$ cat config.mk
export PLATFORM = sky130hd
export DESIGN_NAME = wisard_addr_gen_flat
export DESIGN_NICKNAME = d
export VERILOG_FILES = /design/src/rtl/wisard_addr_gen_if.sv /design/src/rtl/wisard_addr_gen.sv /design/src/flat_wrapper.sv
export SDC_FILE = /design/constraint.sdc
export NUM_CORES = 1
export LEC_CHECK = 0
export ABC_AREA = 0
export CAP_MARGIN = 15
export CORE_AREA = 4 4 224 226
export DETAILED_ROUTE_END_ITERATION = 8
export DIE_AREA = 0 0 228 230
export PLACE_DENSITY = 0.71
export SYNTH_ARGS = -nofsm -noshare
export SYNTH_HDL_FRONTEND = slang
export SYNTH_SLANG_ARGS = --single-unit
$ cat constraint.sdc
create_clock -name clk -period 6.2 [get_ports clk]
set_clock_uncertainty 0.05 [all_clocks]
set_input_delay 0.62 -clock clk [delete_from_list [all_inputs] [get_ports clk]]
set_output_delay 0.62 -clock clk [all_outputs]
set_load 0.02 [all_outputs]
$ cat src/rtl/wisard_addr_gen_if.sv
// Handshake/stream bundle for the WiSARD address generator: pattern sink plus
// framed address/index source. The master side is the address generator itself.
interface wisard_addr_gen_if #(
  parameter int ADDRESS_WIDTH = 14,
  parameter int INDEX_WIDTH   = 5,
  parameter int N_LUTS        = 28
);
  logic                              sink_valid;
  logic                              sink_ready;
  logic [N_LUTS*ADDRESS_WIDTH-1:0]   sink_data;
  logic                              source_valid;
  logic                              sop;
  logic                              eop;
  logic [ADDRESS_WIDTH-1:0]          address;
  logic [INDEX_WIDTH-1:0]            index;

  modport master (
    input  sink_valid,
    input  sink_data,
    output sink_ready,
    output source_valid,
    output sop,
    output eop,
    output address,
    output index
  );

  modport slave (
    output sink_valid,
    output sink_data,
    input  sink_ready,
    input  source_valid,
    input  sop,
    input  eop,
    input  address,
    input  index
  );
endinterface

$ cat src/rtl/wisard_addr_gen.sv
// WiSARD address generator: latches one mapped pattern, streams one LUT address
// per cycle framed by sop/eop, then holds off new patterns for GAP_CYCLES.
module wisard_addr_gen #(
  parameter int ADDRESS_WIDTH = 14,
  parameter int INDEX_WIDTH   = 5,
  parameter int N_LUTS        = 28,
  parameter int GAP_CYCLES    = 4
) (
  input  logic              clk,
  input  logic              rst_n,
  wisard_addr_gen_if.master bus
);

  localparam int PW = N_LUTS * ADDRESS_WIDTH;
  localparam int GW = (GAP_CYCLES > 1) ? $clog2(GAP_CYCLES + 1) : 1;
  localparam logic [INDEX_WIDTH-1:0] LAST_IDX = INDEX_WIDTH'(N_LUTS - 1);
  localparam logic [GW-1:0]          GAP_LOAD = GW'(GAP_CYCLES);

  typedef enum logic [1:0] {
    IDLE = 2'd0,
    SEND = 2'd1,
    GAP  = 2'd2
  } state_t;

  state_t                   state_q;
  logic [PW-1:0]            pattern_q;
  logic [GW-1:0]            gap_q;
  logic [INDEX_WIDTH-1:0]   index_q;
  logic [ADDRESS_WIDTH-1:0] address_q;
  logic                     valid_q;
  logic                     sop_q;
  logic                     eop_q;
  logic [INDEX_WIDTH-1:0]   index_inc_d;

  function automatic logic [ADDRESS_WIDTH-1:0] slice_at(
    input logic [PW-1:0]          pat,
    input logic [INDEX_WIDTH-1:0] k
  );
    return pat[k * ADDRESS_WIDTH +: ADDRESS_WIDTH];
  endfunction

  assign index_inc_d = index_q + 1'b1;

  assign bus.sink_ready   = (state_q == IDLE);
  assign bus.source_valid = valid_q;
  assign bus.sop          = sop_q;
  assign bus.eop          = eop_q;
  assign bus.address      = address_q;
  assign bus.index        = index_q;

  // Frame FSM: beat k is registered one edge ahead of its cycle, so beat 0
  // leaves on the transfer edge and each later beat is prepared from index_q+1.
  always_ff @(posedge clk or negedge rst_n) begin
    if (!rst_n) begin
      state_q   <= IDLE;
      pattern_q <= '0;
      gap_q     <= '0;
      index_q   <= '0;
      address_q <= '0;
      valid_q   <= 1'b0;
      sop_q     <= 1'b0;
      eop_q     <= 1'b0;
    end else begin
      case (state_q)
        IDLE: begin
          if (bus.sink_valid) begin
            pattern_q <= bus.sink_data;
            index_q   <= '0;
            address_q <= bus.sink_data[ADDRESS_WIDTH-1:0];
            valid_q   <= 1'b1;
            sop_q     <= 1'b1;
            eop_q     <= (LAST_IDX == '0);
            state_q   <= SEND;
          end
        end
        SEND: begin
          sop_q <= 1'b0;
          if (index_q == LAST_IDX) begin
            valid_q <= 1'b0;
            eop_q   <= 1'b0;
            if (GAP_CYCLES == 0) begin
              state_q <= IDLE;
            end else begin
              gap_q   <= GAP_LOAD;
              state_q <= GAP;
            end
          end else begin
            index_q   <= index_inc_d;
            address_q <= slice_at(pattern_q, index_inc_d);
            eop_q     <= (index_inc_d == LAST_IDX);
          end
        end
        GAP: begin
          gap_q <= gap_q - 1'b1;
          if (gap_q == GW'(1)) begin
            state_q <= IDLE;
          end
        end
        default: begin
          state_q <= IDLE;
          valid_q <= 1'b0;
          sop_q   <= 1'b0;
          eop_q   <= 1'b0;
        end
      endcase
    end
  end

endmodule
$ cat src/flat_wrapper.sv
// flat-port wrapper written by rule: the top's interface ports become plain ports
module wisard_addr_gen_flat 
#(
  parameter int ADDRESS_WIDTH = 14,
  parameter int INDEX_WIDTH   = 5,
  parameter int N_LUTS        = 28,
  parameter int GAP_CYCLES    = 4
)
  (clk, rst_n, bus_sink_valid, bus_sink_data, bus_sink_ready, bus_source_valid, bus_sop, bus_eop, bus_address, bus_index);
  wisard_addr_gen_if #(.ADDRESS_WIDTH(ADDRESS_WIDTH), .INDEX_WIDTH(INDEX_WIDTH), .N_LUTS(N_LUTS)) bus_i ();
  input  logic clk;
  input  logic rst_n;
  input wire logic [$bits(bus_i.sink_valid)-1:0] bus_sink_valid;
  input wire logic [$bits(bus_i.sink_data)-1:0] bus_sink_data;
  output wire logic [$bits(bus_i.sink_ready)-1:0] bus_sink_ready;
  output wire logic [$bits(bus_i.source_valid)-1:0] bus_source_valid;
  output wire logic [$bits(bus_i.sop)-1:0] bus_sop;
  output wire logic [$bits(bus_i.eop)-1:0] bus_eop;
  output wire logic [$bits(bus_i.address)-1:0] bus_address;
  output wire logic [$bits(bus_i.index)-1:0] bus_index;
  assign bus_i.sink_valid = bus_sink_valid;
  assign bus_i.sink_data = bus_sink_data;
  assign bus_sink_ready = bus_i.sink_ready;
  assign bus_source_valid = bus_i.source_valid;
  assign bus_sop = bus_i.sop;
  assign bus_eop = bus_i.eop;
  assign bus_address = bus_i.address;
  assign bus_index = bus_i.index;
  wisard_addr_gen #(.ADDRESS_WIDTH(ADDRESS_WIDTH), .INDEX_WIDTH(INDEX_WIDTH), .N_LUTS(N_LUTS), .GAP_CYCLES(GAP_CYCLES)) u_core (.clk(clk), .rst_n(rst_n), .bus(bus_i));
endmodule
== Yosys cells after proc, flatten, opt, wreduce, memory -nomap -nowiden ==
Cells that the tools add are included.

* Output and inout bits: 23
* Input bits: 395
* Bits in registers: 419
* Logic and storage cells: 50

* Shift-type cells: 1
* Bitwise gates (word level): 1
* Equality and inequality tests: 9
* Mux-type cells: 19
* Multiply operators: 1
* Reductions and logical operators: 9
* $add $sub $neg: 2

{| class="wikitable"
|+ Operators with widths
! cell !! count
|-
| 392-bit by 10-bit variable part select with 14-bit output || 1
|-
| 14-bit two-way mux || 2
|-
| 14-bit one-hot mux with 2 select lines || 1
|-
| 5-bit == test (second input constant) || 2
|-
| 5-bit two-way mux || 2
|-
| 5-bit one-hot mux with 2 select lines || 1
|-
| 3-bit AND reduction || 3
|-
| 5-bit by 3-bit multiplier with 8-bit output (second input constant) || 1
|-
| 2-bit two-way mux || 3
|-
| 1-bit one-hot mux with 3 select lines || 2
|-
| 2-bit one-hot mux with 3 select lines || 1
|-
| 3-bit one-hot mux with 2 select lines || 1
|-
| 2-bit AND reduction || 3
|-
| 5-bit by 1-bit adder with 5-bit output (second input constant) || 1
|-
| 1-bit two-way mux || 4
|-
| 2-bit by 1-bit != test with 1-bit output (second input constant) || 2
|-
| 2-bit != test (second input constant) || 2
|-
| 2-bit nonzero test || 2
|-
| 3-bit by 1-bit == test with 1-bit output (second input constant) || 1
|-
| 3-bit two-way mux || 1
|-
| 3-bit by 1-bit subtractor with 3-bit output (second input constant) || 1
|-
| 2-bit by 1-bit == test with 1-bit output (second input constant) || 1
|-
| 2-bit == test (second input constant) || 1
|-
| 2-bit zero test || 1
|-
| other kinds (2) || 2
|}

== Logic depth before layout (Yosys ltp) ==
Gate-level depths: netlist of the first run.

* Word-level depth: 5
* Depth in mapped cells: 11
* Depth with buffers taken out: 7

== Least setup slack after synthesis of the first run ==
Ideal clock, no wire load.

* Kind: register -> register
* Start point: register u_core.index_q[0], in the netlist u_core.bus.index[0]
* End point: register u_core.address_q[3], in the netlist u_core.bus.address[3]
* Arrival time: 2.584 ns
* Path buffers: 5
* Stages on the path, launching flop included: 11
* Clock period less this slack: 2.767 ns
* Slack: 3.433 ns
* Data required time: 6.016 ns
* Setup time: 0.134 ns
* Path through: dfrtp_1 buf_4 buf_4 inv_1 ha_1 buf_2 buf_2 buf_2 mux4_2 a211oi_1 a2111oi_2

* Longest elaborated chain between the ends: 5
* Elaborated cells on any way between the ends: 8

{| class="wikitable"
|+ Ends and longest elaborated chain
! what !! RTL line !! text
|-
| start, declared || wisard_addr_gen.sv:28 || <nowiki>logic [INDEX_WIDTH-1:0] index_q;</nowiki>
|-
| start signal, assigned || wisard_addr_gen.sv:88 || <nowiki>index_q <= index_inc_d;</nowiki>
|-
| 5-bit by 1-bit adder with 5-bit output || wisard_addr_gen.sv:42 || <nowiki>assign index_inc_d = index_q + 1'b1;</nowiki>
|-
| 5-bit by 3-bit multiplier with 8-bit output || wisard_addr_gen.sv:39 || <nowiki>return pat[k * ADDRESS_WIDTH +: ADDRESS_WIDTH];</nowiki>
|-
| 392-bit by 10-bit variable part select with 14-bit output || wisard_addr_gen.sv:39 ||
|-
| 14-bit two-way mux || wisard_addr_gen.sv:78 || <nowiki>if (index_q == LAST_IDX) begin</nowiki>
|-
| 14-bit one-hot mux with 2 select lines || wisard_addr_gen.sv:64 || <nowiki>case (state_q)</nowiki>
|-
| end signal, assigned || wisard_addr_gen.sv:69 || <nowiki>address_q <= bus.sink_data[ADDRESS_WIDTH-1:0];</nowiki>
|-
| end signal, assigned || wisard_addr_gen.sv:89 || <nowiki>address_q <= slice_at(pattern_q, index_inc_d);</nowiki>
|-
| end, declared || wisard_addr_gen.sv:29 || <nowiki>logic [ADDRESS_WIDTH-1:0] address_q;</nowiki>
|}

Parallel ways exist; a longest one is shown, timed or not. The select of a mux whose other input is x is not followed.
A chain may end at the register's enable or synchronous reset.

== Final worst setup path of the first run ==
* Start point: register u_core.index_q[0], in the netlist u_core.bus.index[0]
* End point: register u_core.address_q[4], in the netlist u_core.bus.address[4]

Same word-level chain as after synthesis.

==> results by group, run 1 <==
Outcome
  – Status: complete, no violations

Power
  – Reg power frac: 37.6%
  – NetSw: 0.005282 W
  – Leakage: 12.23 nW
  – VDD IR-drop max: 0.3437 mV
  – Clock share of power: about a fifth
  – Sw Share: approximately two fifths
  – Comb pwr share: 41.4%
  – Power Dens Cells: 530.6 mW/mm^2
  – Int Pwr: 0.008231 W
  – Power, Total: roughly 0.014 W

Floorplan
  – # rows: 81
  – Die area: 0.05244 mm^2
  – Ports: between 400 and 500
  – Initial Util: 40.33%
  – Die H: 230 um
  – Core Area: 0.04834 mm^2
  – Die span in x: 228 um

Logic synthesis
  – Top cell type's share of synthesized area: 53.78%
  – Top-count cell post-synth: nand2_1
  – Yosys cell types: 50
  – Commonest cells in the netlist: nand2_1, dfrtp_1, buf_2, mux4_2, nor2_1
  – Flops & latches, synth: around 420
  – Post-synth EDFFs: 0
  – Ys async rst share: between 90% and 100%
  – Syn_nets: between 2000 and 3000
  – Syn_area_per_cell: 9.226 um^2
  – Synthesis warning total: 0
  – Mapped cell area: a little under 0.02 mm^2
  – Post-synth top area cell: dfrtp_1
  – Register area share after synthesis: a little over half
  – Top FF cell, synth: dfrtp_1
  – Synth area leaders: dfrtp_1, nand2_1, mux4_2, buf_2, mux2i_1
  – Syn Inst Count: 2113

Worst setup path
  – Worst setup SP type: register
  – Crit path cell chain: inv_1 -> ha_4 -> buf_4 -> mux4_2 -> mux2i_1 -> a2111oi_2
  – Worst EP arrival: 4.57 ns
  – WP data required: 6.56 ns
  – Critical path's largest stage delay: 1.08 ns
  – FF-to-FF Start: u_core.bus.index[0]
  – Slowest-stage cell, CP: dfrtp_4
  – Setup crit end kind: register
  – Top fanout value on the critical path: between 50 and 60
  – Crit path from: u_core.bus.index[0]
  – Critical path class: reg -> reg

Final layout
  – Fin util: 52.68%
  – Layout Nets: about 2900
  – Layout cell share with drive strength beyond 1: under 10%
  – Final Instance Count excl. Fillers: 3111
  – Filler Cell Count: 4306
  – Area growth syn-to-layout: 30.64%

Run
  – Max cap viols: 0

Worst hold path
  – Hold crit path type: in -> async

Timing
  – Final setup TNS: 0 ns
  – Least-Margin Pin Slew: between 1 and 1.5 ns
  – Fin. Hold Viols: 0
  – Slew HR: a little under a quarter
  – Final setup violation count: 0
  – Final period utilization: between 60 and 70%
  – RSZ-0062 raised after global routing: no
  – Fin worst setup slack: 1.989 ns
  – Max Slew Vio Count: 0
  – Final min period: 4.211 ns
  – Fmax: 0.2375 GHz

Placement
  – PortBufs: 417
  – Placed Instances: 3030
  – Placement Setup Slack: 1.990 ns
  – Final Wtd Congestion: 0.9488
  – HPWL Detailed: 47860 um

Detailed routing
  – DRC violations left: 0
  – Highest routed layer: met5
  – Metal2 WL: 32060 um
  – 1st-iter DRT viols: approximately 1800
  – Post-DR wirelength/cell: 21.14 um
  – Met1 wire length: 26980 um
  – Drt pass-1 iters: 5
  – Routed WL: 65760 um
  – Post-route ant nets: 0
  – Vias/cell: between 5 and 6
  – Routed length on met3: 4248 um
  – Routed via count: roughly 16000

Clock tree
  – Quantity of gates resized following cts: 0
  – Worst skew pair latency: between 0.5 and 0.6 ns
  – Clock buffer depth: 3
  – Hold_buf cts: 0
  – H-tree depth: 2
  – Setup bufs post-CTS: 0
  – CTS Buf Count: 45
  – CTS tree: yes
  – # clock sinks: between 400 and 500
  – Clock-pin slew on the worst setup and hold paths: ~0.060 ns
  – CTS root buf: clkbuf_16

Global route
  – Largest net degree at the start of global routing: around 240
  – Initial antenna violation count: 3
  – Grt total ovfl: 0
  – Total track usage: 24.62%
  – Vias in the first global route: 16820
  – Global-route wire length before repair: 99610 um
-- cell type report --
class	count	area [um^2]	share of cell area, %
Timing Repair Buffer	433	4357	17.11
Tap cell	622	778.2	3.056
Inverter	6	22.52	0.08843
Clock buffer	67	1321	5.188
Multi-Input combinational cell	1551	8278	32.50
Sequential cell	419	10490	41.18
Antenna cell	1	2.502	0.009826
Clock inverter	12	220.2	0.8647
-- per-stage QoR --
| step | area (um^2) | hold slack (ns) |
|---|---|---|
| floorplan | 19490 | 0.2744 |
| global placement | 23900 | 0.4030 |
| detailed placement | 23900 | 0.4071 |
| CTS | 25440 | 0.07297 |
| global route | 25470 | 0.09939 |
| finish | 25470 | 0.02999 |
-- cells in the final DEF, fill, tap and decap left out, drive strengths merged, types with 17 or more instances in the layout --
master	n
buf	17
nor2	36
clkbuf	67
o21ai	24
a211oi	22
dfrtp	419
mux4	86
clkdlybuf4s50	416
a21oi	21
mux2i	20
nand2	1234
-- final timing paths --
kind	end	slack [ns]	cells after the start
min in group clk	u_core.pattern_q[194]	0.42	2
max in group asynchronous	u_core.bus.index[0]	4.44	2
worst max register to register	u_core.bus.address[4]	1.99	6
worst min register to register	u_core.pattern_q[194]	0.42	2
worst max-delay path	u_core.bus.address[4]	1.99	6
worst min-delay path	u_core.pattern_q[312]	0.03	1
-- layer usage --
| layer | vias up | global-route usage (%) |
|---|---|---|
| met2 | 654 | 41.10 |
| met4 | 4 | 9.434 |
| li1 | 7498 | - |
| met1 | 8052 | 32.24 |
| met3 | 131 | 4.447 |
| met5 | - | 0 |
-- logic make-up after synthesis --
logic type | after synthesis | synth area share (%)
AOI/OAI and AO/OA | 117 | 4.595
xor gates and xnor gates | 7 | 0.5456
adders and majority gates | 4 | 0.2567
buffers and inverters | 143 | 3.844
DFF | 419 | 53.78
muxes | 106 | 10.96
and+or+nand+nor | 1317 | 26.01
-- power groups by stage --
stage               combinational, W  clock, W  sequential, W
detailed placement           0.00555         0        0.00508
global placement             0.00546         0        0.00505
finish                       0.00560   0.00283        0.00508
global route                 0.00610   0.00300        0.00519
CTS                          0.00560   0.00288        0.00505
floorplan                    0.00402         0        0.00459
-- state kept, by name, summed over array words and instances, names as in the netlist --
register                 flops
u_core.state_q               2
u_core.bus.eop               1
u_core.bus.address          14
u_core.pattern_q           392
u_core.bus.source_valid      1
u_core.bus.sop               1
u_core.bus.index             5
u_core.gap_q                 3
-- critical path, delay by kind of cell, from the launching register on --
kind | cells | cell delay, ns
DFF | 1 | 1.08
buffers and inverters | 2 | 0.83
adders and majority gates | 1 | 0.90
AOI/OAI and AO/OA | 1 | 0.16
muxes | 2 | 0.97
Note: power is estimated with default switching activity, not from simulation.
==> inputs of run 2 (changes only) <==
Clock period 6.2 ns to 4.2 ns, I/O delays scaled along.
==> results by group, run 2 (synthesis gave the netlist of run 1 again) <==
Outcome
  – Status: complete, no violations

Detailed routing
  – Post-DR wirelength/cell: 21.01 um (-0.60%)
  – Routed WL: 65880 um (+0.17%)
  – 1st-iter DRT viols: 1771 (-2.0%)
  – Highest routed layer: met5
  – Drt pass-1 iters: 5 (unchanged)
  – DRC violations left: 0 (unchanged)
  – Met1 wire length: 26560 um (-1.6%)
  – Post-route ant nets: 0 (unchanged)
  – Routed via count: 16520 (+1.1%)
  – Vias/cell: 5.269 (+0.33%)
  – Routed length on met3: 5201 um (+22%)
  – Metal2 WL: 31500 um (-1.7%)

Worst setup path
  – Top fanout value on the critical path: 44 (-15%)
  – Reg2reg path depth: 7 (+1)
  – Critical R2R Capture: u_core.bus.address[1]
  – Critical path's largest stage delay: 0.77 ns (-0.31 ns)
  – Worst EP arrival: 3.71 ns (-0.86 ns)
  – Slowest-stage cell, CP: ha_4
  – Critical path class: reg -> reg
  – Worst setup SP type: register
  – WP data required: 4.57 ns (-1.99 ns)
  – Setup crit end kind: register
  – Crit path from: u_core.bus.index[0]
  – Flop-to-flop setup slack: 0.85 ns (-1.13 ns)
  – FF-to-FF Start: u_core.bus.index[0]
  – Crit path cell chain: inv_1 -> ha_4 -> buf_4 -> mux4_2 -> and2_1 -> a211oi_1 -> a2111oi_2

Power
  – Power, Total: 0.02029 W (+50%)
  – Power Dens Cells: 787.8 mW/mm^2 (+48%)
  – VDD IR-drop max: 0.4632 mV (+35%)
  – Leakage: 12.34 nW (+0.92%)

Final layout
  – Layout cell share with drive strength beyond 1: 8.490% (+0.57 points)
  – Largest register FFs: 392 (unchanged)
  – Area growth syn-to-layout: 32.11%
  – Layout Nets: 2865 (+0.35%)
  – Most common cell after layout, fill and taps aside: nand2_1
  – Commonest non-fill, non-tap cells in the layout: nand2_1, dfrtp_1, clkdlybuf4s50_1
  – Final instance area: 0.02575 mm^2 (+1.1%)
  – Filler Cell Count: 4243 (-1.5%)
  – Final Instance Count excl. Fillers: 3135 (+0.77%)
  – Most flops, register: u_core.pattern_q

Floorplan
  – Die span in x: 228 um (unchanged)
  – Ports: 418 (unchanged)
  – Die H: 230 um (unchanged)
  – Initial Util: 40.33% (unchanged)
  – Die area: 0.05244 mm^2 (unchanged)
  – Core Area: 0.04834 mm^2 (unchanged)
  – # rows: 81 (unchanged)

Worst hold path
  – Hold path start: bus_sink_data[147]
  – Hold crit path type: in -> reg
  – Hold Path Cell Cnt: 3
  – Hold Path End: u_core.pattern_q[147]

Global route
  – Global-route wire length before repair: 99970 um (+0.37%)
  – Total track usage: 24.72% (+0.10 points)
  – Largest net degree at the start of global routing: 166 (-30%)
  – Vias in the first global route: 16970 (+0.87%)
  – Initial antenna violation count: 20 (+17)
  – Grt total ovfl: 0 (unchanged)

Timing
  – Final setup TNS: 0 ns (unchanged)
  – Fmax: 0.2989 GHz (+26%)
  – Final period utilization: 79.66% (+12 points)
  – Hold_ws: 0.3109 ns (+0.2809 ns)
  – RSZ-0062 raised after global routing: no
  – Slew HR: 35.79% (+12 points)
  – Final setup violation count: 0 (unchanged)
  – Least-Margin Pin Slew: 0.9632 ns (-0.1769 ns)
  – Max Slew Vio Count: 0 (unchanged)
  – Final min period: 3.346 ns (-0.8655 ns)
  – Fin. Hold Viols: 0 (unchanged)

Clock tree
  – Quantity of gates resized following cts: 0 (unchanged)
  – # clock sinks: 419 (unchanged)
  – Clock-pin slew on the worst setup and hold paths: 0.06 ns (about the same)
  – Worst skew pair latency: 0.58 ns (about the same)
  – CTS tree: yes
  – H-tree depth: 2 (unchanged)
  – CTS root buf: clkbuf_16
  – Clock buffer depth: 3 (unchanged)
  – CTS Buf Count: 45 (unchanged)

Placement
  – Final Wtd Congestion: 0.9396 (-0.97%)
  – HPWL Detailed: 48520 um (+1.4%)
  – Placed Instances: 3040 (+0.33%)
  – PortBufs: 417 (unchanged)
  – Post-DP Area: 0.02408 mm^2 (+0.79%)

Run
  – Max cap viols: 0 (unchanged)
==> run 2: cell count changes in the layout (fill, tap and decap cells not counted), sizes merged <==
| cell | before | now |
|---|---|---|
| bufinv | 6 | 9 |
| clkinv | 4 | 6 |
| clkbuf | 67 | 59 |
| clkinvlp | 1 | 3 |
| diode | 1 | 16 |
| buf | 17 | 26 |
| dlygate4sd3 | 0 | 1 |
==> run 2: per-layer routing <==
metal | GRT usage (%) | up-vias
met5 | 0 | -
met4 | 10.39 | 8
met3 | 6.504 | 151
met2 | 39.51 | 705
met1 | 32.15 | 8128
li1 | - | 7527
==> run 2: timing repair <==
| action | in CTS | in global routing |
|---|---|---|
| setup buffers | 0 | 0 |
| hold buffers | 1 | 0 |
| hold endpoints to repair | 112 | 0 |
==> run 2: critical path: cells and delay by family, from the launching register on <==
kind	cells	cell delay (ns)
fa+ha+maj	1	0.77
flops	1	0.66
buf+inv	2	0.61
compound gates	2	0.58
mux	1	0.34
simple gates	1	0.17
==> run 2: worst max-delay path by stage <==
stage | slack [ns] | depth (start not counted) | end
final | 0.85 | 7 | u_core.bus.address[1]
after global routing | 0.64 | 6 | u_core.bus.address[7]
after CTS | 0.88 | 7 | u_core.bus.address[1]
after detailed placement | 0.89 | 7 | u_core.bus.address[1]
after global placement | 0.99 | 7 | u_core.bus.address[6]
after floorplan | 1.43 | 10 | u_core.bus.address[3]
==> run 2: layout make-up <==
cell class                      count  area [um^2]  share of cell area (%)
Clock inverter                     19        339.1                   1.317
Sequential cell                   419        10490                   40.73
Inverter                            6        22.52                 0.08745
Multi-Input combinational cell   1551         8278                   32.14
Antenna cell                       16        40.04                  0.1555
Clock buffer                       59         1281                   4.975
Timing Repair Buffer              443         4527                   17.58
Tap cell                          622        778.2                   3.022
==> run 2: where the power goes <==
part / switching [W] / internal (W)
Clock: 0.00167 / 0.00270
Sequential: 0.00151 / 0.00593
Combinational: 0.00473 / 0.00376
==> run 2: per-stage QoR <==
| stage | setup slack, ns | utilization, % |
|---|---|---|
| after global placement | 0.9878 | 49.82 |
| after detailed placement | 0.8888 | 49.82 |
| after floorplan | 1.433 | - |
| final | 0.8541 | 53.28 |
| after CTS | 0.8825 | 53.19 |
| after global routing | 0.6363 | 53.26 |
